### config.mk
export PLATFORM = sky130hd
export DESIGN_NAME = logiccore9_sequencer_flat
export DESIGN_NICKNAME = d
export VERILOG_FILES = /design/src/rtl/logiccore9_sequencer_if.sv /design/src/rtl/logiccore9_sequencer.sv /design/src/flat_wrapper.sv
export SDC_FILE = /design/constraint.sdc
export NUM_CORES = 1
export LEC_CHECK = 0
export BUFFER_PORTS_ARGS = -buffer_cell sky130_fd_sc_hd__buf_2
export CAP_MARGIN = 20
export CORE_MARGIN = 2
export CORE_UTILIZATION = 45
export CTS_CLUSTER_DIAMETER = 200
export CTS_CLUSTER_SIZE = 8
export DETAILED_ROUTE_END_ITERATION = 16
export PLACE_DENSITY_LB_ADDON = 0.08
export SETUP_SLACK_MARGIN = 0.05
export SLEW_MARGIN = 20
export SYNTH_ARGS = -nofsm -noshare
export SYNTH_HDL_FRONTEND = slang
export SYNTH_SLANG_ARGS = --single-unit
### constraint.sdc
create_clock -name clk -period 1.6 [get_ports clk]
set_input_delay 0.16 -clock clk [delete_from_list [all_inputs] [get_ports clk]]
set_output_delay 0.16 -clock clk [all_outputs]
set_load 0.05 [all_outputs]
### src/rtl/logiccore9_sequencer_if.sv
// logiccore9_sequencer_if
// Bundles the sequencer's request/stall/abort inputs and its step-code and
// status outputs. The master modport is the requester side, the slave
// modport is the sequencer itself.
// Optional feature macro: SEQ_SINGLE_STEP_EN adds the 'step' qualifier.
interface logiccore9_sequencer_if #(
    parameter int CNT_W = 8
) ();

    logic             start;
    logic             hold;
    logic             abort;
`ifdef SEQ_SINGLE_STEP_EN
    logic             step;
`endif
    logic [3:0]       q;
    logic             ctrl_en;
    logic             busy;
    logic             done;
    logic             aborted;
    logic [CNT_W-1:0] run_cnt;

    modport master (
        output start,
        output hold,
        output abort,
`ifdef SEQ_SINGLE_STEP_EN
        output step,
`endif
        input  q,
        input  ctrl_en,
        input  busy,
        input  done,
        input  aborted,
        input  run_cnt
    );

    modport slave (
        input  start,
        input  hold,
        input  abort,
`ifdef SEQ_SINGLE_STEP_EN
        input  step,
`endif
        output q,
        output ctrl_en,
        output busy,
        output done,
        output aborted,
        output run_cnt
    );

endinterface : logiccore9_sequencer_if

### src/rtl/logiccore9_sequencer.sv
// logiccore9_sequencer
// Four-state step sequencer (IDLE -> LOAD -> EXEC -> FIN -> IDLE) that walks
// a 4-bit step code q from 0 up to LAST_STATE for the control decoder, with
// stall (hold), abort and a saturating completed-operation counter.
// All outputs come straight from flops or from a decode of the state flop.
// Optional feature macro: SEQ_SINGLE_STEP_EN -- when defined, LOAD/EXEC only
// advance in cycles where step=1 (and hold=0).
module logiccore9_sequencer #(
    parameter int LAST_STATE = 13,
    parameter int CNT_W      = 8
) (
    input logic                   clk,
    input logic                   rst_n,
    logiccore9_sequencer_if.slave bus
);

    // Three state bits so that encodings 4..7 exist and are explicitly
    // steered back to IDLE instead of being silently aliased.
    localparam logic [2:0] ST_IDLE = 3'd0;
    localparam logic [2:0] ST_LOAD = 3'd1;
    localparam logic [2:0] ST_EXEC = 3'd2;
    localparam logic [2:0] ST_FIN  = 3'd3;

    localparam logic [3:0]       LAST_Q  = 4'(LAST_STATE);
    localparam logic [CNT_W-1:0] CNT_MAX = '1;

    logic [2:0]       state_q,   state_d;
    logic [3:0]       q_q,       q_d;
    logic             aborted_q, aborted_d;
    logic [CNT_W-1:0] run_cnt_q, run_cnt_d;

    logic [3:0]       q_inc;
    logic             advance;

    assign q_inc = q_q + 4'd1;

    // Decide whether LOAD/EXEC may move to the next step code this cycle.
    always_comb begin
`ifdef SEQ_SINGLE_STEP_EN
        advance = !bus.hold && bus.step;
`else
        advance = !bus.hold;
`endif
    end

    // Next-state, step-code, abort-pulse and counter computation.
    always_comb begin
        // NOTE: every variable gets a default first, so no branch can leave
        // one unassigned and infer a latch.
        state_d   = state_q;
        q_d       = q_q;
        aborted_d = 1'b0;
        run_cnt_d = run_cnt_q;

        unique case (state_q)
            ST_IDLE: begin
                q_d = 4'd0;
                // abort outranks start; in IDLE it simply blocks the request
                if (bus.start && !bus.abort) begin
                    state_d = ST_LOAD;
                end
            end

            ST_LOAD: begin
                if (bus.abort) begin
                    state_d   = ST_IDLE;
                    q_d       = 4'd0;
                    aborted_d = 1'b1;
                end else if (advance) begin
                    // LOAD always holds q=0, so the next code is 1
                    q_d     = 4'd1;
                    state_d = (LAST_Q == 4'd1) ? ST_FIN : ST_EXEC;
                end
            end

            ST_EXEC: begin
                if (bus.abort) begin
                    state_d   = ST_IDLE;
                    q_d       = 4'd0;
                    aborted_d = 1'b1;
                end else if (q_q == 4'd0 || q_q >= LAST_Q) begin
                    // step code outside 1..LAST_STATE-1 cannot occur in EXEC;
                    // drop back to IDLE rather than run past LAST_STATE
                    state_d = ST_IDLE;
                    q_d     = 4'd0;
                end else if (advance) begin
                    q_d     = q_inc;
                    state_d = (q_inc == LAST_Q) ? ST_FIN : ST_EXEC;
                end
            end

            ST_FIN: begin
                // FIN is exactly one cycle; hold and step have no effect here
                state_d = ST_IDLE;
                q_d     = 4'd0;
                if (bus.abort) begin
                    aborted_d = 1'b1;
                end else if (run_cnt_q != CNT_MAX) begin
                    run_cnt_d = run_cnt_q + CNT_W'(1);
                end
            end

            default: begin
                state_d = ST_IDLE;
                q_d     = 4'd0;
            end
        endcase
    end

    // State, step-code, abort-pulse and counter registers.
    always_ff @(posedge clk) begin
        // NOTE: rst_n is tested inside the clocked block, so reset is
        // synchronous; non-blocking assignments make every flop sample the
        // values that were present before the edge.
        if (!rst_n) begin
            state_q   <= ST_IDLE;
            q_q       <= 4'd0;
            aborted_q <= 1'b0;
            run_cnt_q <= '0;
        end else begin
            state_q   <= state_d;
            q_q       <= q_d;
            aborted_q <= aborted_d;
            run_cnt_q <= run_cnt_d;
        end
    end

    // Outputs: flops directly, or decodes of the state flop only.
    assign bus.q       = q_q;
    assign bus.ctrl_en = (state_q == ST_LOAD) || (state_q == ST_EXEC) ||
                         (state_q == ST_FIN);
    assign bus.busy    = (state_q == ST_LOAD) || (state_q == ST_EXEC) ||
                         (state_q == ST_FIN);
    assign bus.done    = (state_q == ST_FIN);
    assign bus.aborted = aborted_q;
    assign bus.run_cnt = run_cnt_q;

endmodule : logiccore9_sequencer

### src/flat_wrapper.sv
// flat-port wrapper written by rule: the top's interface ports become plain ports
module logiccore9_sequencer_flat 
#(
    parameter int LAST_STATE = 13,
    parameter int CNT_W      = 8
)
  (clk, rst_n, bus_start, bus_hold, bus_abort, bus_q, bus_ctrl_en, bus_busy, bus_done, bus_aborted, bus_run_cnt);
  logiccore9_sequencer_if #(.CNT_W(CNT_W)) bus_i ();
  input logic clk;
  input logic rst_n;
  input wire logic [$bits(bus_i.start)-1:0] bus_start;
  input wire logic [$bits(bus_i.hold)-1:0] bus_hold;
  input wire logic [$bits(bus_i.abort)-1:0] bus_abort;
  output wire logic [$bits(bus_i.q)-1:0] bus_q;
  output wire logic [$bits(bus_i.ctrl_en)-1:0] bus_ctrl_en;
  output wire logic [$bits(bus_i.busy)-1:0] bus_busy;
  output wire logic [$bits(bus_i.done)-1:0] bus_done;
  output wire logic [$bits(bus_i.aborted)-1:0] bus_aborted;
  output wire logic [$bits(bus_i.run_cnt)-1:0] bus_run_cnt;
  assign bus_i.start = bus_start;
  assign bus_i.hold = bus_hold;
  assign bus_i.abort = bus_abort;
  assign bus_q = bus_i.q;
  assign bus_ctrl_en = bus_i.ctrl_en;
  assign bus_busy = bus_i.busy;
  assign bus_done = bus_i.done;
  assign bus_aborted = bus_i.aborted;
  assign bus_run_cnt = bus_i.run_cnt;
  logiccore9_sequencer #(.LAST_STATE(LAST_STATE), .CNT_W(CNT_W)) u_core (.clk(clk), .rst_n(rst_n), .bus(bus_i));
endmodule
* Yosys cells after proc, flatten, opt, wreduce, memory -nomap -nowiden
Cells that the tools add are included.
** Cells by class
- Add/sub/neg operators :: 2
- Magnitude comparators :: 1
- Equal/unequal tests :: 8
- Mux-type cells :: 15
- Bitwise operators :: 1
- Reductions and logical operators :: 12
** Operators by type and width (count)
- two-way mux 4 bit :: 5
- two-way mux 3 bit :: 6
- one-hot mux 3 bit (3 select lines) :: 1
- adder 8 x 1 -> 8 bit (second input constant) :: 1
- inequality test 8 bit (second input constant) :: 1
- one-hot mux 4 bit (2 select lines) :: 1
- == test 3 x 2 -> 1 bit (second input constant) :: 2
- AND reduction 3 bit :: 2
- adder 4 x 1 -> 4 bit (second input constant) :: 1
- == test 4 bit (second input constant) :: 1
- greater-or-equal comparator 4 bit (second input constant) :: 1
- logical NOT 4 bit :: 1
- inequality test 4 x 3 -> 1 bit (second input constant) :: 1
- AND reduction 2 bit :: 2
- == test 3 x 1 -> 1 bit (second input constant) :: 1
- logical NOT 3 bit :: 1
- logical OR 1 bit :: 3
- inequality test 3 bit (second input constant) :: 1
- OR reduction 3 bit :: 1
- two-way mux 1 bit :: 2
- inequality test 2 x 1 -> 1 bit (second input constant) :: 1
- logical AND 1 bit :: 1
- logical NOT 1 bit :: 1
- NOT 1 bit :: 1
** Word-level totals
- Register bits after elaboration :: 16
- Input bits :: 5
- Word-level logic and storage cells :: 43

* Depth between registers and ports, before layout
Gate-level depths: netlist of the first run.
- Depth after elaboration :: 7
- Depth in mapped cells :: 6

* Least setup slack after synthesis of the first run
OpenSTA, ideal clock, no wires.
- Kind :: reg2reg
- From :: register u_core.q_q[0], in the netlist u_core.bus.q[0]
- To :: register u_core.state_q[0]
- Library setup time :: 85 ps
- Arrival time :: 1989 ps
- Setup slack :: -474 ps
- Stages on the path, launching flop included :: 7
- Buffers on the path :: 0
- Period minus slack after synthesis :: 2074 ps
- Path through :: dfxtp_1 inv_1 ha_1 nor3b_2 a311oi_4 a41oi_1 o31ai_2
** Between the ends
- Word-level cells in the longest chain between the ends :: 7
- Elaborated cells on any way between the ends :: 12
** RTL lines
- start: declaration :: RTL line logiccore9_sequencer.sv:28 : logic [3:0] q_q, q_d;
- start signal: assignment :: RTL line logiccore9_sequencer.sv:122 : q_q <= q_d;
- adder 4 x 1 -> 4 bit :: RTL line logiccore9_sequencer.sv:35 : assign q_inc = q_q + 4'd1;
- == test 4 bit :: RTL line logiccore9_sequencer.sv:88 : state_d = (q_inc == LAST_Q) ? ST_FIN : ST_EXEC;
- two-way mux 1 bit :: RTL line logiccore9_sequencer.sv:88
- two-way mux 3 bit :: RTL line logiccore9_sequencer.sv:86 : end else if (advance) begin
- two-way mux 3 bit :: RTL line logiccore9_sequencer.sv:81 : end else if (q_q == 4'd0 || q_q >= LAST_Q) begin
- two-way mux 3 bit :: RTL line logiccore9_sequencer.sv:77 : if (bus.abort) begin
- one-hot mux 3 bit (3 select lines) :: RTL line logiccore9_sequencer.sv:55 : unique case (state_q)
- end signal: assignment :: RTL line logiccore9_sequencer.sv:121 : state_q <= state_d;
- end: declaration :: RTL line logiccore9_sequencer.sv:27 : logic [2:0] state_q, state_d;
Parallel ways exist; a longest one is shown, timed or not. The select of a mux whose other input is x is not followed.
A chain may end at the register's enable or synchronous reset.

* Final worst setup path of the first run
- From :: register u_core.q_q[1], in the netlist u_core.bus.q[1]
- To :: register u_core.q_q[1], in the netlist u_core.bus.q[1]
** Between the ends
- Word-level cells in the longest chain between the ends :: 5
- Elaborated cells on any way between the ends :: 10
** RTL lines (RTL line)
- adder 4 x 1 -> 4 bit (tied with other cells) :: logiccore9_sequencer.sv:35
- two-way mux 4 bit / logical OR 1 bit (equally long branches) :: logiccore9_sequencer.sv:86, logiccore9_sequencer.sv:81
- two-way mux 4 bit :: logiccore9_sequencer.sv:81
- two-way mux 4 bit :: logiccore9_sequencer.sv:77
- one-hot mux 4 bit (2 select lines) :: logiccore9_sequencer.sv:55
Parallel ways exist; a longest one is shown, timed or not. The select of a mux whose other input is x is not followed.

==> results.tsv, run 1 <==
metric	value	unit
synth_top_area_share	30.65	%
h-tree-depth	1	
arrival	1.80	ns
initial_core_util	48.94	%
path_cells	inv_4 > ha_4 > nand2b_4 > a311oi_4 > buf_4 > nand4_1 > a21oi_1	
cp-start-kind	flip-flop	
most-common-layout-cells	buf_2, inv_1, buf_4, dfxtp_1	
placementRows	16	
io_pins	21	
antenna_found_initial	0	
die_w	50.66	um
yosysWarnings	0	
async_flop_share	0	%
worstSetupEndpointType	flip-flop	
finalWorstPathRequiredPeriod	1.590	ns
reg2reg_slack	0.01	ns
hold_path.class	in -> reg	
ys_seq_area_share	30.65	%
syn_area	979.7	um2
grt_pass1_vias	834	
cp_max_fo	6	
hold_depth	3	
tightestPinTransition	0.4293	ns
synth_largest_area_cell	dfxtp_1	
synth_area_per_cell	8.906	um2
wl	2197	um
core	0.002002	mm2
vias	925	
critPathSlowestCell	a311oi_4	
setup_tns	0	ns
dieArea	0.002566	mm2
leakagePower	0.0005170	uW
grt_pass1_wl	3574	um
die_h	50.66	um
drv_slew	0	
wl_per_cell	13.32	um
fin_cells	165	
nets	154	
grt-ovfl-total	0	
r2r-end	u_core.bus.q[1]	
synth.distinct_cells	41	
grtUsageTotal	18.24	%
r2r_cells	7	
maxCapViolations	0	
cts_tree	built	
fmax	628.9	MHz
clock_path_buffers	2	
antenna_left	0	
post-route-period-util	99.39	%
hp-start	bus_hold	
rsz0062_at_grt	yes	
ir_worst_vdd	0.0005686	V
io_buffers	20	
cts_root_buffer	clkbuf_4	
syn2layout_area_growth	29.50	%
drtPass1Iterations	4	
ys_ff_latch	15	
max_slew_margin	71.35	%
finalInstanceArea	0.001269	mm2
min_to	u_core.bus.q[0]	
synth_edf_count	0	
synth_cells	110	
layout_commonest_cell	buf_2	
place_area	0.001149	mm2
r2r_start	u_core.bus.q[1]	
diodes	0	
drive_gt1_share	39.86	%
cts.sinks	15	
drtIter0Drc	23	
clkTransAtPathRegs	0.09	ns
critPathRequiredTime	1.81	ns
powerDensity	756.6	mW/mm2
synth_nets	125	
grt_max_degree	13	
finalSetupViolCount	0	
synth_ff_type	dfxtp_1	
cpPeakStageDelay	0.41	ns
place_inst	157	
drc_errors	0	
routed_via_density	5.606	
cts_buffers	3	
worstSkewPairLatency	0.28	ns
path_class	reg -> reg	
synthTopCellsByArea	dfxtp_1, ha_1, xnor2_1, inv_1, nand3_1	
dpl.hpwl	1568	um
place.gp.congestion	0.8504	
hold_viol_final	0	
total_power	959.9	uW
fin_skew	0.007020	ns
status	finished clean	
-- worst max-delay path by stage --
stage                               start           endpoint  slack, ns  cells after the start
final                     u_core.bus.q[1]    u_core.bus.q[1]       0.01                      7
after global routing      u_core.bus.q[1]  u_core.state_q[0]      -0.07                      6
after CTS                 u_core.bus.q[1]    u_core.bus.q[1]     -0.006                      7
after detailed placement  u_core.bus.q[0]  u_core.state_q[0]       0.02                      6
after global placement    u_core.bus.q[0]  u_core.state_q[0]       0.03                      6
after floorplan           u_core.bus.q[1]  u_core.state_q[0]      -0.05                      6
-- logic make-up (layout without fill, tap and decap cells) --
family | Yosys count | count (layout) | share of synthesized area, %
AND/OR/NAND/NOR | 39 | 39 | 23.12
AO/OA/AOI/OAI | 25 | 25 | 21.71
flip-flops | 15 | 15 | 30.65
buffers and inverters | 15 | 43 | 6.257
adder cells (fa/ha/maj) | 10 | 10 | 12.77
XOR/XNOR | 5 | 5 | 4.470
multiplexers | 1 | 1 | 1.022
-- worst max-delay path: cells and delay by family, from the launching register on --
family	cells	cell delay, ns
compound gates	2	0.55
simple gates	2	0.22
buf+inv	2	0.24
fa+ha+maj	1	0.14
flops	1	0.37
-- synthesized netlist by cell type, drive strengths merged, types with 2 or more instances --
cell type and n:
a31oi 2, nand3 6, nor3b 4, nor2b 2
xnor2 5, a211oi 2, o31ai 2, nand2b 4
buf 3, nand2 3, inv 11, and2 2
a21oi 2, a311oi 3, a211o 2, ha 10
o21ai 3, o211ai 4, nor2 6, dfxtp 15
nor3 4, and3 3
-- report_power, final --
part	internal, uW	total [uW]	switching (uW)
clock	92.5	213	120
sequential	389	403	13.6
combinational	115	344	229
total	597	960	363
-- state kept, by name (all words and copies together), names as in the netlist --
register,count
u_core.bus.run_cnt,8
u_core.state_q,2
u_core.bus.q,4
u_core.bus.aborted,1
-- cell type report --
type,instances,area [um2]
clock buffer,3,22.52
clock inverter,1,5.005
fill,171,733.2
inverter,11,46.29
multi-input combinational,80,686.9
sequential,15,314.1
tap,27,33.78
timing repair buffer,28,160.2
-- metal layers --
layer  wire length (um)  up-vias  global-route usage, %
li1                   -      452                      -
met1                981      443                  22.02
met2               1109       24                  32.46
met3                 80        6                  3.571
met4                 25        0                  5.405
met5                  0        -                      0
-- repair_timing --
| action | 4_1_cts | 5_1_grt |
|---|---|---|
| setup endpoints to repair | 4 | 7 |
| buffers inserted | 3 | 1 |
| gates resized for setup | 7 | 7 |
| cloned | 0 | 0 |
| pin swaps | 6 | 10 |
| hold buffers | 0 | 0 |
-- stage by stage --
step	worst slack [ns]	util, %	hold WS, ns
final	0.009809	63.38	0.1940
after global routing	-0.06779	63.38	0.2078
after CTS	-0.006163	61.44	0.1827
after detailed placement	0.01541	57.38	0.4931
after global placement	0.03031	57.38	0.4908
after floorplan	-0.04921	-	0.2996
No activity file was read; power rests on OpenSTA's default activity.
==> run 2, diff against run 1 <==
--- a/config.mk
+++ b/config.mk
@@ -5,15 +5,14 @@
 export SDC_FILE = /design/constraint.sdc
 export NUM_CORES = 1
 export LEC_CHECK = 0
-export BUFFER_PORTS_ARGS = -buffer_cell sky130_fd_sc_hd__buf_2
 export CAP_MARGIN = 20
 export CORE_MARGIN = 2
-export CORE_UTILIZATION = 45
+export CORE_UTILIZATION = 40
 export CTS_CLUSTER_DIAMETER = 200
 export CTS_CLUSTER_SIZE = 8
 export DETAILED_ROUTE_END_ITERATION = 16
+export DONT_BUFFER_PORTS = 1
 export PLACE_DENSITY_LB_ADDON = 0.08
-export SETUP_SLACK_MARGIN = 0.05
 export SLEW_MARGIN = 20
 export SYNTH_ARGS = -nofsm -noshare
 export SYNTH_HDL_FRONTEND = slang
==> results.tsv, run 2 (synthesis results as in run 1) <==
metric	value	unit
status	finished, violations left	
violations	setup timing	
die_h	53.49	um
setup_tns	-0.01934	ns
routed_via_density	5.494	
arrival	1.83	ns
clkTransAtPathRegs	0.10	ns
powerDensity	764.2	mW/mm2
cts_root_buffer	clkbuf_4	
cts_buffers	3	
largest_reg_flops	8	
place.gp.congestion	0.8288	
io_buffers	0	
finalSetupViolCount	2	
r2r_start	u_core.bus.q[0]	
layout_commonest_cell	buf_4	
ir_worst_vdd	0.0008628	V
grtUsageMet1	23.16	%
drc_errors	0	
place_inst	152	
grt_pass1_vias	805	
grtUsageTotal	17.54	%
finalWorstPathRequiredPeriod	1.610	ns
path_class	reg -> reg	
clock_path_buffers	2	
hold_path.class	in -> reg	
layout_setup_ws	-0.01014	ns
met3_usage	3.955	%
rsz0062_at_grt	yes	
hp-start	rst_n	
dpl.hpwl	1680	um
drtPass1Iterations	4	
drv_slew	0	
fin_skew	0.001801	ns
wl	2357	um
cp-startpoint	u_core.bus.q[0]	
cp_max_fo	5	
antenna_found_initial	0	
syn2layout_area_growth	30.40	%
max_slew_margin	68.20	%
use_met2	26.13	%
io_pins	21	
drive_gt1_share	34.85	%
grt-ovfl-total	0	
initial_core_util	43.45	%
post-route-period-util	100.6	%
maxCapViolations	0	
dieArea	0.002861	mm2
drtIter0Drc	18	
diodes	0	
utilization	56.66	%
antenna_left	0	
hold_viol_final	0	
cts_tree	built	
most-common-layout-cells	buf_4, inv_1, dfxtp_1	
fmax	621.1	MHz
grt_max_degree	13	
final.fill_count	212	
fin_cells	160	
leakagePower	0.0004855	uW
core	0.002255	mm2
wl_per_cell	14.73	um
grt-busiest-layer	met2	
vias	879	
cts.sinks	15	
cp-start-kind	flip-flop	
die_w	53.49	um
h-tree-depth	1	
grt_pass1_wl	3588	um
worstSetupEndpointType	flip-flop	
placementRows	17	
nets	148	
tightestPinTransition	0.4764	ns
critPathRequiredTime	1.82	ns
worstSkewPairLatency	0.29	ns
==> run 2: cell count changes in the layout (fill, tap and decap cells not counted), sizes merged <==
cell,previous run,this run
dlygate4sd3,0,2
buf,28,20
==> run 2: area by class of cell <==
| type | instances | area, um2 | share of cell area, % |
|---|---|---|---|
| clock buffer | 3 | 22.52 | 1.763 |
| timing repair buffer | 22 | 173.9 | 13.61 |
| sequential | 15 | 312.8 | 24.49 |
| tap | 28 | 35.03 | 2.742 |
| clock inverter | 1 | 5.005 | 0.3918 |
| inverter | 11 | 43.79 | 3.428 |
| multi-input combinational | 80 | 684.4 | 53.57 |
==> run 2: routing by layer <==
layer	share of wire (%)	up-vias
met5	0	-
met4	2.4	0
met3	4.1	7
met2	47	18
met1	47	414
li1	-	440
==> run 2: what timing repair did <==
item                                    4_1_cts  5_1_grt
buffers inserted                              0        2
hold endpoints to repair                      0        1
endpoints found under the setup margin        1        6
hold buffers                                  0        2
gates resized for setup                       2       11
pin swaps                                     1        6
==> run 2: metrics by stage <==
| stage | hold slack [ns] | power, uW | instance area (um2) | worst slack [ns] |
|---|---|---|---|---|
| 2_1_floorplan | 0.2996 | 660.4 | 1005 | -0.04921 |
| 3_3_place_gp | 0.3086 | 710.4 | 1155 | 0.01855 |
| 5_1_grt | 0.007264 | 1019 | 1277 | -0.1084 |
| 6_report | 0.01076 | 976.2 | 1277 | -0.01014 |
| 4_1_cts | 0.001499 | 943.0 | 1191 | -0.007123 |
| 3_5_place_dp | 0.3123 | 713.2 | 1155 | 0.003678 |
==> run 2: final timing paths <==
| kind | slack, ns | depth (start not counted) | to |
|---|---|---|---|
| max | -0.01 | 7 | u_core.state_q[0] |
| min | 0.01 | 2 | u_core.bus.q[2] |
| max reg2reg | -0.01 | 7 | u_core.state_q[0] |
| min reg2reg | 0.52 | 2 | u_core.bus.q[0] |
==> run 2: where the power goes <==
part	internal, uW	switching, uW	leakage, uW
logic	122	212	0.000343
clock network	93.1	137	0.0000177
registers	387	25.5	0.000125
==> run 2: critical path, stage by stage (launching register included) <==
cell and delay, ns:
dfxtp_4 0.39, inv_4 0.04, ha_4 0.16, nor3b_4 0.15, a311oi_4 0.31, buf_4 0.20
a41oi_2 0.11, o31ai_2 0.18
==> run 3, diff against run 2 <==
--- a/config.mk
+++ b/config.mk
@@ -6,8 +6,11 @@
 export NUM_CORES = 1
 export LEC_CHECK = 0
 export CAP_MARGIN = 20
+export CELL_PAD_IN_SITES_DETAIL_PLACEMENT = 1
+export CELL_PAD_IN_SITES_GLOBAL_PLACEMENT = 2
+export CORE_ASPECT_RATIO = 2
 export CORE_MARGIN = 2
-export CORE_UTILIZATION = 40
+export CORE_UTILIZATION = 33
 export CTS_CLUSTER_DIAMETER = 200
 export CTS_CLUSTER_SIZE = 8
 export DETAILED_ROUTE_END_ITERATION = 16
==> results.tsv, run 3 (synthesis results as in run 1) <==
metric	value	unit
status	finished clean	
most-common-layout-cells	buf_4, inv_1, dfxtp_1	
vias	904	
crit_buf_inv	1	
worstSkewPairLatency	0.25	ns
io_pins	21	
hold_viol_final	0	
wl_per_cell	16.74	um
antenna_found_initial	0	
grtUsageTotal	17.68	%
finalWorstPathRequiredPeriod	1.594	ns
place.gp.congestion	0.7137	
rsz0062_at_grt	yes	
drc_errors	0	
antenna_left	0	
grt_max_degree	13	
clkTransAtPathRegs	0.06	ns
critPathRequiredTime	1.76	ns
cts_root_buffer	clkbuf_8	
critPathSlowestCell	a311o_1	
largest_reg_flops	8	
grt-ovfl-total	0	
h-tree-depth	1	
maxCapViolations	0	
tightestPinTransition	0.4751	ns
path_class	reg -> reg	
nets	151	
wl	2762	um
ir_worst_vdd	0.0005209	V
switching_share	35.09	%
dieArea	0.003447	mm2
drtPass1Iterations	3	
fin_skew	0.003418	ns
core	0.002908	mm2
drtIter0Drc	21	
grt_pass1_wl	4526	um
cts_buffers	3	
final.fill_count	365	
diodes	0	
fmax	627.2	MHz
initial_core_util	33.69	%
placementRows	28	
dpl.hpwl	2276	um
syn2layout_area_growth	34.35	%
die_w	42.53	um
seq_power_share	38.3	%
powerDensity	816.6	mW/mm2
drive_gt1_share	37.78	%
path_delay_family	compound AO/OA/AOI/OAI gates	
p_comb_share	32.8	%
cpPeakStageDelay	0.39	ns
routed_via_density	5.479	
p_switching	377.1	uW
io_buffers	0	
leakagePower	0.0005029	uW
cts_tree	built	
cp-start-kind	flip-flop	
die_h	81.06	um
hold_buffers	0	
cts.sinks	15	
finalSetupViolCount	0	
total_power	1075	uW
cp_max_fo	3	
layout_commonest_cell	buf_4	
clock_path_buffers	2	
clkPwrFrac	28.9	%
worstSetupEndpointType	flip-flop	
path_cells	inv_4 > ha_1 > nand2b_4 > a311o_1 > a211o_1 > o31ai_2	
max_slew_margin	68.28	%
grt_pass1_vias	967	
hold_ws	0.04075	ns
post-route-period-util	99.64	%
arrival	1.76	ns
p_int	697.7	uW
hold_path.class	in -> reg	
drv_slew	0	
[run 3: cell count changes in the layout (fill, tap and decap cells not counted), sizes merged]
cell         previous run  this run
clkinv                  1         0
dlygate4sd3             2         0
buf                    20        25
clkbuf                  3         4
[run 3: what timing repair did]
action	CTS	global route
gates resized for setup	2	11
setup buffers	0	3
setup endpoints to repair	3	7
pin swaps	2	5
[run 3: worst paths after layout]
path                   startpoint           endpoint  slack, ns  depth (start not counted)
setup / recovery  u_core.bus.q[1]  u_core.state_q[0]      0.006                          6
hold / removal           bus_hold    u_core.bus.q[0]       0.04                          2
setup reg to reg  u_core.bus.q[1]  u_core.state_q[0]      0.006                          6
hold reg to reg   u_core.bus.q[0]    u_core.bus.q[0]       0.49                          2
[run 3: through the flow]
stage	TNS, ns	setup WS, ns	cells	util [%]	cell area [um2]
final	0	0.005722	165	45.27	1316
after global routing	-0.3005	-0.07703	165	45.27	1316
after CTS	0	0.008210	162	42.60	1239
after detailed placement	-0.04739	-0.04378	158	40.83	1187
after global placement	-0.06226	-0.06226	158	40.83	1187
after floorplan	-0.05450	-0.04921	110	-	1005
[run 3: routing by layer]
metal,up-vias,part of all wire [%],global-route usage [%]
met4,0,2.8,7.500
met3,6,1.9,2.222
met1,442,33,16.28
li1,443,-,-
met2,13,62,36.62
met5,-,0,0
[run 3: final cells by class]
type                            instances  area [um2]  share of cell area, %
Multi-Input combinational cell         80       685.7                  52.09
Clock buffer                            4       45.04                  3.422
Tap cell                               30       37.54                  2.852
Sequential cell                        15       312.8                  23.76
Inverter                               11       43.79                  3.327
Timing Repair Buffer                   25       191.4                  14.54
[run 3: power by group through the flow]
stage	clock network (uW)	registers, uW	logic (uW)
after floorplan	0	422	239
after global placement	0	420	343
after detailed placement	0	421	344
after CTS	320	412	345
after global routing	333	414	393
final	311	412	352
